<file path="src/rtl/fir_pkg.sv">
// Shared widths and a reference multiple function for the FIR tap datapath.
package fir_pkg;

    localparam int IN_DATA_WIDTH  = 17;
    localparam int OUT_DATA_WIDTH = 21;

    // Reference k*d, only for checks; the datapath itself never multiplies.
    function automatic logic [OUT_DATA_WIDTH-1:0] odd_mult_ref(
        input logic [IN_DATA_WIDTH-1:0] d,
        input logic [4:0]               k
    );
        return OUT_DATA_WIDTH'(d) * OUT_DATA_WIDTH'(k);
    endfunction

endpackage

</file>
<file path="src/rtl/shift_add_stage.sv">
// One pipeline register bank: valid follows 'valid' whenever enabled,
// data only loads when 'ld' is also set so idle cycles do not toggle it.
module shift_add_stage #(
    parameter int WIDTH = 8
) (
    input  logic             clk,
    input  logic             reset,
    input  logic             en,
    input  logic             ld,
    input  logic [WIDTH-1:0] d,
    input  logic             valid,
    output logic [WIDTH-1:0] q,
    output logic             q_vld
);

    always_ff @(posedge clk or posedge reset) begin
        if (reset) begin
            q     <= '0;
            q_vld <= 1'b0;
        end else if (en) begin
            q_vld <= valid;
            if (ld) q <= d;
        end
    end

endmodule

</file>
<file path="src/rtl/odd_multiple_gen.sv">
// Two-stage shift-add pipeline producing x1,x3,...,x15 of each sample,
// with valid/ready flow control and a global stall.
module odd_multiple_gen
    import fir_pkg::*;
#(
    parameter int IN_DATA_WIDTH  = fir_pkg::IN_DATA_WIDTH,
    parameter int OUT_DATA_WIDTH = fir_pkg::OUT_DATA_WIDTH
) (
    input  logic                      clk,
    input  logic                      reset,
    input  logic                      in_data_vld,
    output logic                      in_ready,
    input  logic [IN_DATA_WIDTH-1:0]  in_data,
    input  logic                      out_ready,
    output logic                      out_data_vld,
    output logic [IN_DATA_WIDTH-1:0]  out_sample,
    output logic [OUT_DATA_WIDTH-1:0] x1,
    output logic [OUT_DATA_WIDTH-1:0] x3,
    output logic [OUT_DATA_WIDTH-1:0] x5,
    output logic [OUT_DATA_WIDTH-1:0] x7,
    output logic [OUT_DATA_WIDTH-1:0] x9,
    output logic [OUT_DATA_WIDTH-1:0] x11,
    output logic [OUT_DATA_WIDTH-1:0] x13,
    output logic [OUT_DATA_WIDTH-1:0] x15
);

    localparam int OW  = OUT_DATA_WIDTH;
    localparam int S1W = IN_DATA_WIDTH + 6 * OW;
    localparam int S2W = IN_DATA_WIDTH + 8 * OW;

    generate
        if (OUT_DATA_WIDTH != IN_DATA_WIDTH + 4) begin : g_width_chk
            $error("OUT_DATA_WIDTH must equal IN_DATA_WIDTH+4");
        end
    endgenerate

    logic stall, accept;

    assign stall    = out_data_vld & ~out_ready;
    assign in_ready = ~stall;
    assign accept   = in_data_vld & in_ready;

    // Stage 1: everything reachable with one shift and one add/sub.
    logic [OW-1:0] d;
    logic [OW-1:0] n_x1, n_x3, n_x5, n_x7, n_x9, n_x15;

    assign d     = OW'(in_data);
    assign n_x1  = d;
    assign n_x3  = (d << 1) + d;
    assign n_x5  = (d << 2) + d;
    assign n_x7  = (d << 3) - d;
    assign n_x9  = (d << 3) + d;
    assign n_x15 = (d << 4) - d;

    logic [S1W-1:0] s1_d, s1_q;
    logic           s1_vld;
    logic [IN_DATA_WIDTH-1:0] s1_sample;
    logic [OW-1:0] s1_x1, s1_x3, s1_x5, s1_x7, s1_x9, s1_x15;

    assign s1_d = {in_data, n_x1, n_x3, n_x5, n_x7, n_x9, n_x15};
    assign {s1_sample, s1_x1, s1_x3, s1_x5, s1_x7, s1_x9, s1_x15} = s1_q;

    shift_add_stage #(.WIDTH(S1W)) u_stage1 (
        .clk   (clk),
        .reset (reset),
        .en    (~stall),
        .ld    (accept),
        .d     (s1_d),
        .valid (accept),
        .q     (s1_q),
        .q_vld (s1_vld)
    );

    // Stage 2: x11 and x13 are built from the registered x9 and x1.
    logic [OW-1:0]  n_x11, n_x13;
    logic [S2W-1:0] s2_d, s2_q;

    assign n_x11 = s1_x9 + (s1_x1 << 1);
    assign n_x13 = s1_x9 + (s1_x1 << 2);
    assign s2_d  = {s1_sample, s1_x1, s1_x3, s1_x5, s1_x7, s1_x9, n_x11, n_x13, s1_x15};

    shift_add_stage #(.WIDTH(S2W)) u_stage2 (
        .clk   (clk),
        .reset (reset),
        .en    (~stall),
        .ld    (s1_vld),
        .d     (s2_d),
        .valid (s1_vld),
        .q     (s2_q),
        .q_vld (out_data_vld)
    );

    assign {out_sample, x1, x3, x5, x7, x9, x11, x13, x15} = s2_q;

    // Sanity check of the widest shift-add results against the reference.
    always @(posedge clk) begin
        if (!reset && out_data_vld) begin
            assert (x15 == odd_mult_ref(out_sample, 5'd15) &&
                    x13 == odd_mult_ref(out_sample, 5'd13) &&
                    x11 == odd_mult_ref(out_sample, 5'd11));
        end
    end

endmodule
</file>
<file path="config.mk">
export PLATFORM = sky130hd
export DESIGN_NAME = odd_multiple_gen
export DESIGN_NICKNAME = d
export VERILOG_FILES = /design/src/rtl/fir_pkg.sv /design/src/rtl/shift_add_stage.sv /design/src/rtl/odd_multiple_gen.sv
export SDC_FILE = /design/constraint.sdc
export NUM_CORES = 1
export LEC_CHECK = 0
export CORE_AREA = 2 2 183 185
export CTS_BUF_LIST = sky130_fd_sc_hd__clkbuf_8
export DETAILED_ROUTE_END_ITERATION = 10
export DIE_AREA = 0 0 185 187
export HOLD_SLACK_MARGIN = 0.06
export PLACE_DENSITY = 0.79
export SYNTH_ARGS = -nofsm -noshare
export SYNTH_HDL_FRONTEND = slang
export SYNTH_HIERARCHICAL = 1
export SYNTH_SLANG_ARGS = --single-unit
</file>
<file path="constraint.sdc">
create_clock -name clk -period 9.7 [get_ports clk]
set_clock_uncertainty 0.05 [all_clocks]
set_input_delay 1.455 -clock clk [delete_from_list [all_inputs] [get_ports clk]]
set_output_delay 1.455 -clock clk [all_outputs]
set_load 0.01 [all_outputs]
</file>
==> results_dict.tcl, run 1 <==
set metrics [dict create \
    period_needed_ns 4.49 \
    final_area_um2 21900 \
    r2r_start "u_stage1/q[105]$_DFFE_PP0P_" \
    yosys_warnings 6 \
    ctsHoldBuffers 0 \
    fmax_mhz 223 \
    clockBufferDepth 3 \
    syn_inst 1450 \
    cpMaxStageDelayCell "clkdlybuf4s50_1" \
    min_period_over_period 0.463 \
    drt.antenna.violating_nets 0 \
    synth.top_cells.by_count "dfrtp_1, mux2_4, ha_1" \
    design.die.area_um2 34600 \
    netlist_area_um2 18400 \
    grt_use_total 0.249 \
    slowest_delay_ns 1.00 \
    pwr-share-comb 0.501 \
    die_w_um 185 \
    dr.pass1.iters 6 \
    relSlewSlack 0.159 \
    clkPwrFrac 0.163 \
    cts_root_buf "clkbuf_8" \
    tns_ns 0 \
    rows 67 \
    worst_ep_arrival_time_ns 4.93 \
    grt.overflow.total 0 \
    postCtsResizedCells 0 \
    synth-edff-count 0 \
    grt_pass1_wl_um 68500 \
    synth_xor_area_frac 0.0524 \
    synth_top_family_by_area "multiplexers" \
    critPathLaunch "in_data[0]" \
    power.density_nw_per_um2 347 \
    worstMarginPinSlew_ns 1.26 \
    synthAdderAreaFrac 0.0844 \
    postSynthAreaPerCell_um2 12.7 \
    outcome "finished clean" \
    end_kind "flop" \
    synth_flop_cell "dfrtp_1" \
    yosysMostFrequentCell "dfrtp_1" \
    chipHeight_um 187 \
    hold_violations 0 \
    power_switching_mw 2.64 \
    swShare 0.348 \
    dpl.hpwl_um 29400 \
    grt_pass1_vias 12600 \
    path_clk_slew_ns 0.06 \
    start_kind "input pin" \
    drt_iter0_drc 759 \
    final_core_util 0.665 \
    yosysTopAreaCell "dfrtp_1" \
    initial_utilization 0.560 \
    layout_setup_ws_ns 5.21 \
    dp_slack_ns 4.63 \
    seqPwrFrac 0.336 \
    n_antenna_cell 0 \
    ios 208 \
    worstSetupPathType "input pin to flop" \
    reg2reg_setup_slack_ns 6.46 \
    ys_seq_area_frac 0.449 \
    ys_seq_elements 330 \
    clk_latency_ns 0.60 \
    worstPathCellList "clkdlybuf4s50_1, ha_1, inv_1, fa_1, nand2b_1, a21oi_1, o32ai_1, a211oi_1, o21a_1, o21ai_1, xnor2_1, mux2_1" \
    ff2ff_path_depth 11 \
    ys_async_sr_fraction 1.00 \
    htreeDepth 2 \
    muxShareOfSynthArea 0.233 \
    cap_violations 0 \
    cts_tree "built" \
    portBuffers 207 \
    internal-power_mw 4.95 \
    cts_setup_buffers 0 \
    r2r-end "u_stage2/q[37]$_DFFE_PP0P_" \
    routedWlPerCell_um 19.4 \
    clock-sinks 330 \
    critPathRequiredTime_ns 10.14 \
    drc 0 \
    place_congestion 0.905 \
    cts_made_buffers 55 \
    fin_nets 1821 \
    antenna_found_initial 0 \
    holdCritStartpoint "u_stage1/q[52]$_DFFE_PP0P_" \
    synth-compound-area-share 0.0929 \
    drive_above_1_share 0.216 \
    synthSimpleGateAreaFrac 0.0552 \
    critPathCapture "u_stage1/q[81]$_DFFE_PP0P_" \
    via_count 12100 \
    core_um2 32900 \
    grt_max_degree 129 \
    dpl-instance-area_um2 20700 \
    slew_viol_final 0 \
    path_max_fanout 16 \
    hold_class "flop to flop" \
    vias_per_cell 5.60 \
    setup_viol 0 \
    ys_top_cells_by_area "dfrtp_1, mux2_4, ha_1, mux2_2, mux2_1" \
    synth_cell_types 80 \
    power.leakage_nw 10.0 \
    finalWirelength_um 42100 \
    rsz0062_at_grt "false" \
    vdd_drop_max_uv 186 \
    synth_top_area_frac 0.449 \
    areaGrowthSynthToFinish_pct 18.9 \
]
==> layout by cell type (no fill, tap or decap), types with 19 or more instances in the layout <==
master / instances
a21oi_1: 75
o21ai_0: 37
a21o_1: 32
xnor2_1: 87
mux2_4: 150
mux2_2: 110
nand3_1: 19
nor2_1: 64
dfrtp_1: 330
clkbuf_8: 67
mux2_1: 70
clkdlybuf4s50_1: 207
xor2_1: 23
inv_1: 68
ha_1: 116
nand2_1: 42
==> layer usage <==
metal  up-vias  part of all wire  GRT usage
li1       5671                 -          -
met1      6053              0.45      0.349
met2       334              0.47      0.401
met3        62             0.053     0.0452
met4         0             0.020     0.0629
met5         -                 0          0
==> layout make-up <==
type | count | area, um2
Sequential cell | 330 | 8260
Multi-Input combinational cell | 1026 | 9580
Clock inverter | 29 | 203
Clock buffer | 67 | 922
Timing Repair Buffer | 213 | 2130
Tap cell | 448 | 561
Fill cell | 2444 | 11000
Inverter | 53 | 211
==> worst min path at each step <==
stage          slack (ns)                           to  cells past startpoint
5_1_grt              0.45  u_stage1/q[104]$_DFFE_PP0P_                      1
4_1_cts              0.45   u_stage2/q[94]$_DFFE_PP0P_                      1
6_report             0.44   u_stage2/q[94]$_DFFE_PP0P_                      1
3_3_place_gp         0.43  u_stage1/q[129]$_DFFE_PP0P_                      1
3_5_place_dp         0.43   u_stage1/q[75]$_DFFE_PP0P_                      1
2_1_floorplan        0.41  u_stage1/q[100]$_DFFE_PP0P_                      1
==> per-stage QoR <==
step                total power [mW]  hold slack [ns]  std cells
floorplan                       4.96            0.414       1456
finish                          7.59            0.439       2166
CTS                             7.64            0.447       2166
detailed placement              6.35            0.432       2070
global placement                6.24            0.425       2070
global route                    8.06            0.452       2166
==> power groups by stage <==
stage	combinational (mW)	clock (mW)	sequential (mW)
final	3.80	1.24	2.55
after global routing	4.10	1.33	2.63
after CTS	3.82	1.27	2.55
after detailed placement	3.80	0	2.56
after global placement	3.70	0	2.54
after floorplan	2.37	0	2.59
==> state kept, by name, summed over array words and instances (netlist names) <==
| register | cells |
|---|---|
| u_stage2/q | 185 |
| u_stage1/q | 143 |
| u_stage1/q_vld | 1 |
| u_stage2/q_vld | 1 |
==> worst max-delay path, delay by kind of cell <==
kind                     cells  cell delay [ns]
multiplexers                 1             0.31
AO/OA/AOI/OAI                5             1.05
buffers and inverters        2             1.06
AND/OR/NAND/NOR              1             0.19
adder cells (fa/ha/maj)      2             0.68
XOR/XNOR                     1             0.16
==> cells by family after synthesis <==
kind of cell | Yosys count
muxes | 331
DFF | 330
AOI/OAI and AO/OA | 250
and+or+nand+nor | 207
adders and majority gates | 121
xor gates and xnor gates | 110
buffers and inverters | 100
other | 1
No activity file was read; power rests on OpenSTA's default activity.
==> run 2, diff against run 1 <==
Clock period 9.7 ns to 4.2 ns, I/O delays scaled along.
==> run 2 against run 1 <==
Routed wire length grew 1.3%. Die area unchanged. Via count is 0.83% higher. Critical path depth shrank 1. Highest routed layer unchanged. Design area increased by 1.6%. Setup slack got worse by 4.4 ns. Critical endpoint unchanged. Critical path type unchanged. Combinational power rose by 130%.
==> results_dict.tcl, run 2 (synthesis results as in run 1) <==
set metrics [dict create \
    outcome "finished clean" \
    vdd_drop_max_uv 404 \
    clock-sinks 330 \
    finalWirelength_um 42700 \
    rsz0062_at_grt "false" \
    slew_viol_final 0 \
    start_kind "input pin" \
    globalRoute.busiestLayer "met2" \
    slowest_delay_ns 0.65 \
    ctsHoldBuffers 0 \
    regMostFlops "u_stage2/q" \
    die_w_um 185 \
    cts_setup_buffers 0 \
    worstPathCellList "clkdlybuf4s50_1, buf_4, ha_1, o211ai_1, a21oi_1, o32ai_1, a211oi_1, o21a_1, o21ai_1, xnor2_1, mux2_1" \
    routedWlPerCell_um 19.5 \
    drc 0 \
    areaGrowthSynthToFinish_pct 20.7 \
    antenna_found_initial 0 \
    clockBufferDepth 3 \
    dr.pass1.iters 5 \
    ff2ff_path_depth 11 \
    grt_util_met3 0.0430 \
    n_fill_cell 2407 \
    htreeDepth 2 \
    largestRegisters "u_stage2/q: 185 flops, u_stage1/q: 143 flops" \
    multi_input_area_um2 9580 \
    path_clk_slew_ns 0.06 \
    design.die.area_um2 34600 \
    grt_pass1_wl_um 69000 \
    drt_iter0_drc 608 \
    grt_max_degree 74 \
    ios 208 \
    grt_use_total 0.250 \
    drt.antenna.violating_nets 0 \
    grt_pass1_vias 12900 \
    initial_utilization 0.560 \
    final_common_cell "dfrtp_1" \
    period_needed_ns 3.38 \
    cts_made_buffers 54 \
    cts_tree "built" \
    postCtsResizedCells 0 \
    core_um2 32900 \
    power.leakage_nw 10.2 \
    worstMarginPinSlew_ns 0.934 \
    min_period_over_period 0.806 \
    cpMaxStageDelayCell "clkdlybuf4s50_1" \
    fmax_mhz 295 \
    worstSetupPathType "input pin to flop" \
    grt.overflow.total 0 \
    largest_register_ff_count 185 \
    tns_ns 0 \
    setup_viol 0 \
    hold_class "flop to flop" \
    chipHeight_um 187 \
    final-seq-area_um2 8260 \
    path_max_fanout 7 \
    dpl-instance-area_um2 21000 \
    via_count 12200 \
    final_area_um2 22200 \
    fin_nets 1848 \
    final_cell_mix "dfrtp_1, clkdlybuf4s50_1, mux2_4" \
    critPathRequiredTime_ns 4.62 \
    hold_depth 1 \
    relSlewSlack 0.377 \
    end_kind "flop" \
    dpl.hpwl_um 31200 \
    portBuffers 207 \
    power.density_nw_per_um2 798 \
    cap_violations 0 \
    clk_latency_ns 0.59 \
    hold_violations 0 \
    use_met2 0.417 \
    vias_per_cell 5.57 \
    n_antenna_cell 0 \
    grtUsageMet1 0.340 \
    rows 67 \
    drive_above_1_share 0.232 \
    place_congestion 0.859 \
    worst_ep_arrival_time_ns 3.81 \
    cts_root_buf "clkbuf_8" \
]
run 2: cell count changes in the layout (fill, tap and decap cells not counted), sizes merged:
cell / before / now
bufinv: 2 / 4
clkinv: 9 / 5
buf: 6 / 34
clkbuf: 67 / 71
inv: 71 / 64
clkinvlp: 0 / 4
run 2: critical path: cells and delay by family:
| family | cells | cell delay, ns |
|---|---|---|
| AOI/OAI and AO/OA | 6 | 1.52 |
| xor gates and xnor gates | 1 | 0.07 |
| adders and majority gates | 1 | 0.36 |
| buffers and inverters | 2 | 0.93 |
| muxes | 1 | 0.28 |
run 2: cell type report:
cell class / instances / area share
Timing Repair Buffer: 241 / 0.108
Clock buffer: 71 / 0.0440
Inverter: 53 / 0.00930
Clock inverter: 24 / 0.00986
Sequential cell: 330 / 0.372
Multi-Input combinational cell: 1026 / 0.431
Tap cell: 448 / 0.0253
run 2: worst paths after layout:
| path | slack [ns] | start | to |
|---|---|---|---|
| hold reg to reg | 0.45 | u_stage1/q[125]$_DFFE_PP0P_ | u_stage1/q[125]$_DFFE_PP0P_ |
| max in group asynchronous | 2.70 | reset | u_stage2/q[101]$_DFFE_PP0P_ |
| min in group asynchronous | 0.59 | reset | u_stage1/q[2]$_DFFE_PP0P_ |
| hold / removal | 0.45 | u_stage1/q[125]$_DFFE_PP0P_ | u_stage1/q[125]$_DFFE_PP0P_ |
| setup / recovery | 0.82 | in_data[5] | u_stage1/q[81]$_DFFE_PP0P_ |
| setup reg to reg | 1.06 | u_stage1/q[23]$_DFFE_PP0P_ | u_stage2/q[37]$_DFFE_PP0P_ |
run 2: per-layer routing:
| metal | routed length, um | up-vias |
|---|---|---|
| li1 | - | 5733 |
| met1 | 19300 | 6115 |
| met2 | 20500 | 308 |
| met3 | 2050 | 64 |
| met4 | 811 | 0 |
| met5 | 0 | - |
run 2: report_power, final:
group          internal (mW)  leakage (nW)  switching, mW  total, mW
Combinational           5.11          5.63           3.68       8.80
Sequential              4.75          3.87           1.14       5.89
Clock                   1.76         0.655           1.27       3.03
run 2: stage by stage:
stage	utilization	worst slack, ns	instances	hold slack [ns]	power (mW)
after global routing	0.676	0.721	2193	0.459	18.8
after global placement	0.639	0.377	2098	0.426	14.5
after floorplan	-	1.13	1456	0.414	11.5
final	0.676	0.816	2193	0.446	17.7
after detailed placement	0.639	0.281	2098	0.437	14.7
after CTS	0.676	0.898	2193	0.441	17.9
==> run 3, diff against run 2 <==
Settings changed: CORE_AREA 2 2 183 185 to 2 2 190 192, DIE_AREA 0 0 185 187 to 0 0 192 194, PLACE_DENSITY 0.79 to 0.77.
Clock period 4.2 ns to 2.8 ns, I/O delays scaled along.
==> run 3 against run 2 <==
Utilization up 0.66 points. Worst hold slack lost 0.28 ns. Final cell count rose by 10%. Sequential share of layout area shrank 2.8 points. Global-route usage barely moved. Non-clock buffer count is 216 higher. Die area grew 7.7%. Register-to-register slack got worse by 0.97 ns. Design area is 8.2% higher.
==> results_dict.tcl, run 3 (synthesis results as in run 1) <==
set metrics [dict create \
    rsz0062_at_grt "true" \
    dr.pass1.iters 5 \
    outcome "finished clean" \
    place_congestion 0.860 \
    fmax_mhz 365 \
    hold_violations 0 \
    path_max_fanout 5 \
    worstMarginPinSlew_ns 0.813 \
    r2r-end "u_stage2/q[60]$_DFFE_PP0P_" \
    power.leakage_nw 11.3 \
    portBuffers 207 \
    die_w_um 192 \
    relSlewSlack 0.458 \
    worst_ep_arrival_time_ns 3.18 \
    clockBufferDepth 3 \
    regMostFlops "u_stage2/q" \
    tns_ns 0 \
    hold_class "input pin to asynchronous set/reset pin" \
    core_um2 35200 \
    cap_violations 0 \
    r2r_start "u_stage1/q[111]$_DFFE_PP0P_" \
    design.die.area_um2 37200 \
    cts_tree "built" \
    grt_use_total 0.250 \
    areaGrowthSynthToFinish_pct 30.6 \
    fin_nets 2062 \
    largest_register_ff_count 185 \
    via_count 13100 \
    drt.antenna.violating_nets 0 \
    grt_pass1_wl_um 73700 \
    path_clk_slew_ns 0.06 \
    reg2reg_setup_slack_ns 0.09 \
    fin_cells 2420 \
    rows 69 \
    clk_latency_ns 0.61 \
    antenna_found_initial 0 \
    period_needed_ns 2.74 \
    finalWirelength_um 46100 \
    drt_iter0_drc 609 \
    vdd_drop_max_uv 751 \
    ff2ff_path_depth 8 \
    cts_root_buf "clkbuf_8" \
    ctsHoldBuffers 0 \
    htreeDepth 2 \
    cts_made_buffers 52 \
    chipHeight_um 194 \
    layout_setup_ws_ns 0.0629 \
    initial_utilization 0.522 \
    min_period_over_period 0.978 \
    total_power_mw 27.4 \
    vias_per_cell 5.43 \
    worstSetupPathType "input pin to flop" \
    start_kind "input pin" \
    final_cell_mix "dfrtp_1, buf_4, clkdlybuf4s50_1" \
    routedWlPerCell_um 19.0 \
    critPathRequiredTime_ns 3.24 \
    whs_ns 0.164 \
    dp_slack_ns -0.692 \
    n_fill_cell 2593 \
    dpl.hpwl_um 34200 \
    final-seq-area_um2 8260 \
    power.density_nw_per_um2 1140 \
    n_antenna_cell 0 \
    end_kind "flop" \
    multi_input_area_um2 9730 \
    slew_viol_final 0 \
    setup_viol 0 \
    grt_max_degree 58 \
    clock-sinks 330 \
    ios 208 \
    grt.overflow.total 0 \
    dp_cells 2321 \
    drc 0 \
    largestRegisters "u_stage2/q: 185 flops, u_stage1/q: 143 flops" \
    drive_above_1_share 0.331 \
    final_common_cell "dfrtp_1" \
    grt_pass1_vias 14100 \
]
==> run 3: per-stage QoR <==
step,cell area (um2),util
2_1_floorplan,18400,-
3_3_place_gp,22700,0.644
3_5_place_dp,22700,0.644
4_1_cts,23800,0.676
5_1_grt,24000,0.682
6_report,24000,0.682
==> run 3: power breakdown <==
part	leakage, nW	switching (mW)	internal (mW)
Sequential	3.86	1.62	7.13
Clock	0.636	1.91	2.45
Combinational	6.78	5.90	8.38
==> run 3: what timing repair did <==
item,in CTS,in global routing
setup buffers,0,6
endpoints found under the hold margin,0,0
gates cloned,0,0
endpoints found under the setup margin,7,32
gates resized for setup,4,43
pin swaps,0,18
==> run 3: critical path, stage by stage <==
cell and delay (ns):
clkdlybuf4s50_1 0.54, inv_2 0.11, ha_1 0.35, a211oi_2 0.24
o211ai_1 0.18, nand4_1 0.17, a31oi_2 0.11, or2_1 0.27
a221o_1 0.34, a21o_1 0.18, mux2_1 0.27
==> run 3: how the worst max path moves through the flow <==
stage,to,from,slack (ns)
2_1_floorplan,u_stage2/q[0]$_DFFE_PP0P_,reset,-0.06
3_3_place_gp,u_stage1/q[38]$_DFFE_PP0P_,in_data[3],-0.65
3_5_place_dp,u_stage1/q[102]$_DFFE_PP0P_,in_data[2],-0.69
4_1_cts,u_stage1/q[102]$_DFFE_PP0P_,in_data[3],0.005
5_1_grt,u_stage2/q[59]$_DFFE_PP0P_,u_stage1/q[25]$_DFFE_PP0P_,-0.02
6_report,u_stage1/q[102]$_DFFE_PP0P_,in_data[1],0.06
==> run 3: area by class of cell <==
cell class	instances	share of cell area
timing repair buffer	457	0.172
tap	461	0.0240
clock inverter	29	0.0101
inverter	53	0.00859
multi-input combinational	1026	0.405
sequential	330	0.344
clock buffer	64	0.0367
==> run 3: routing by layer <==
layer / global-route usage / vias to the layer above / wire length [um]
li1: - / 6167 / -
met1: 0.343 / 6560 / 21100
met2: 0.405 / 319 / 21700
met3: 0.0405 / 88 / 2010
met4: 0.0797 / 0 / 1240
met5: 0 / - / 0
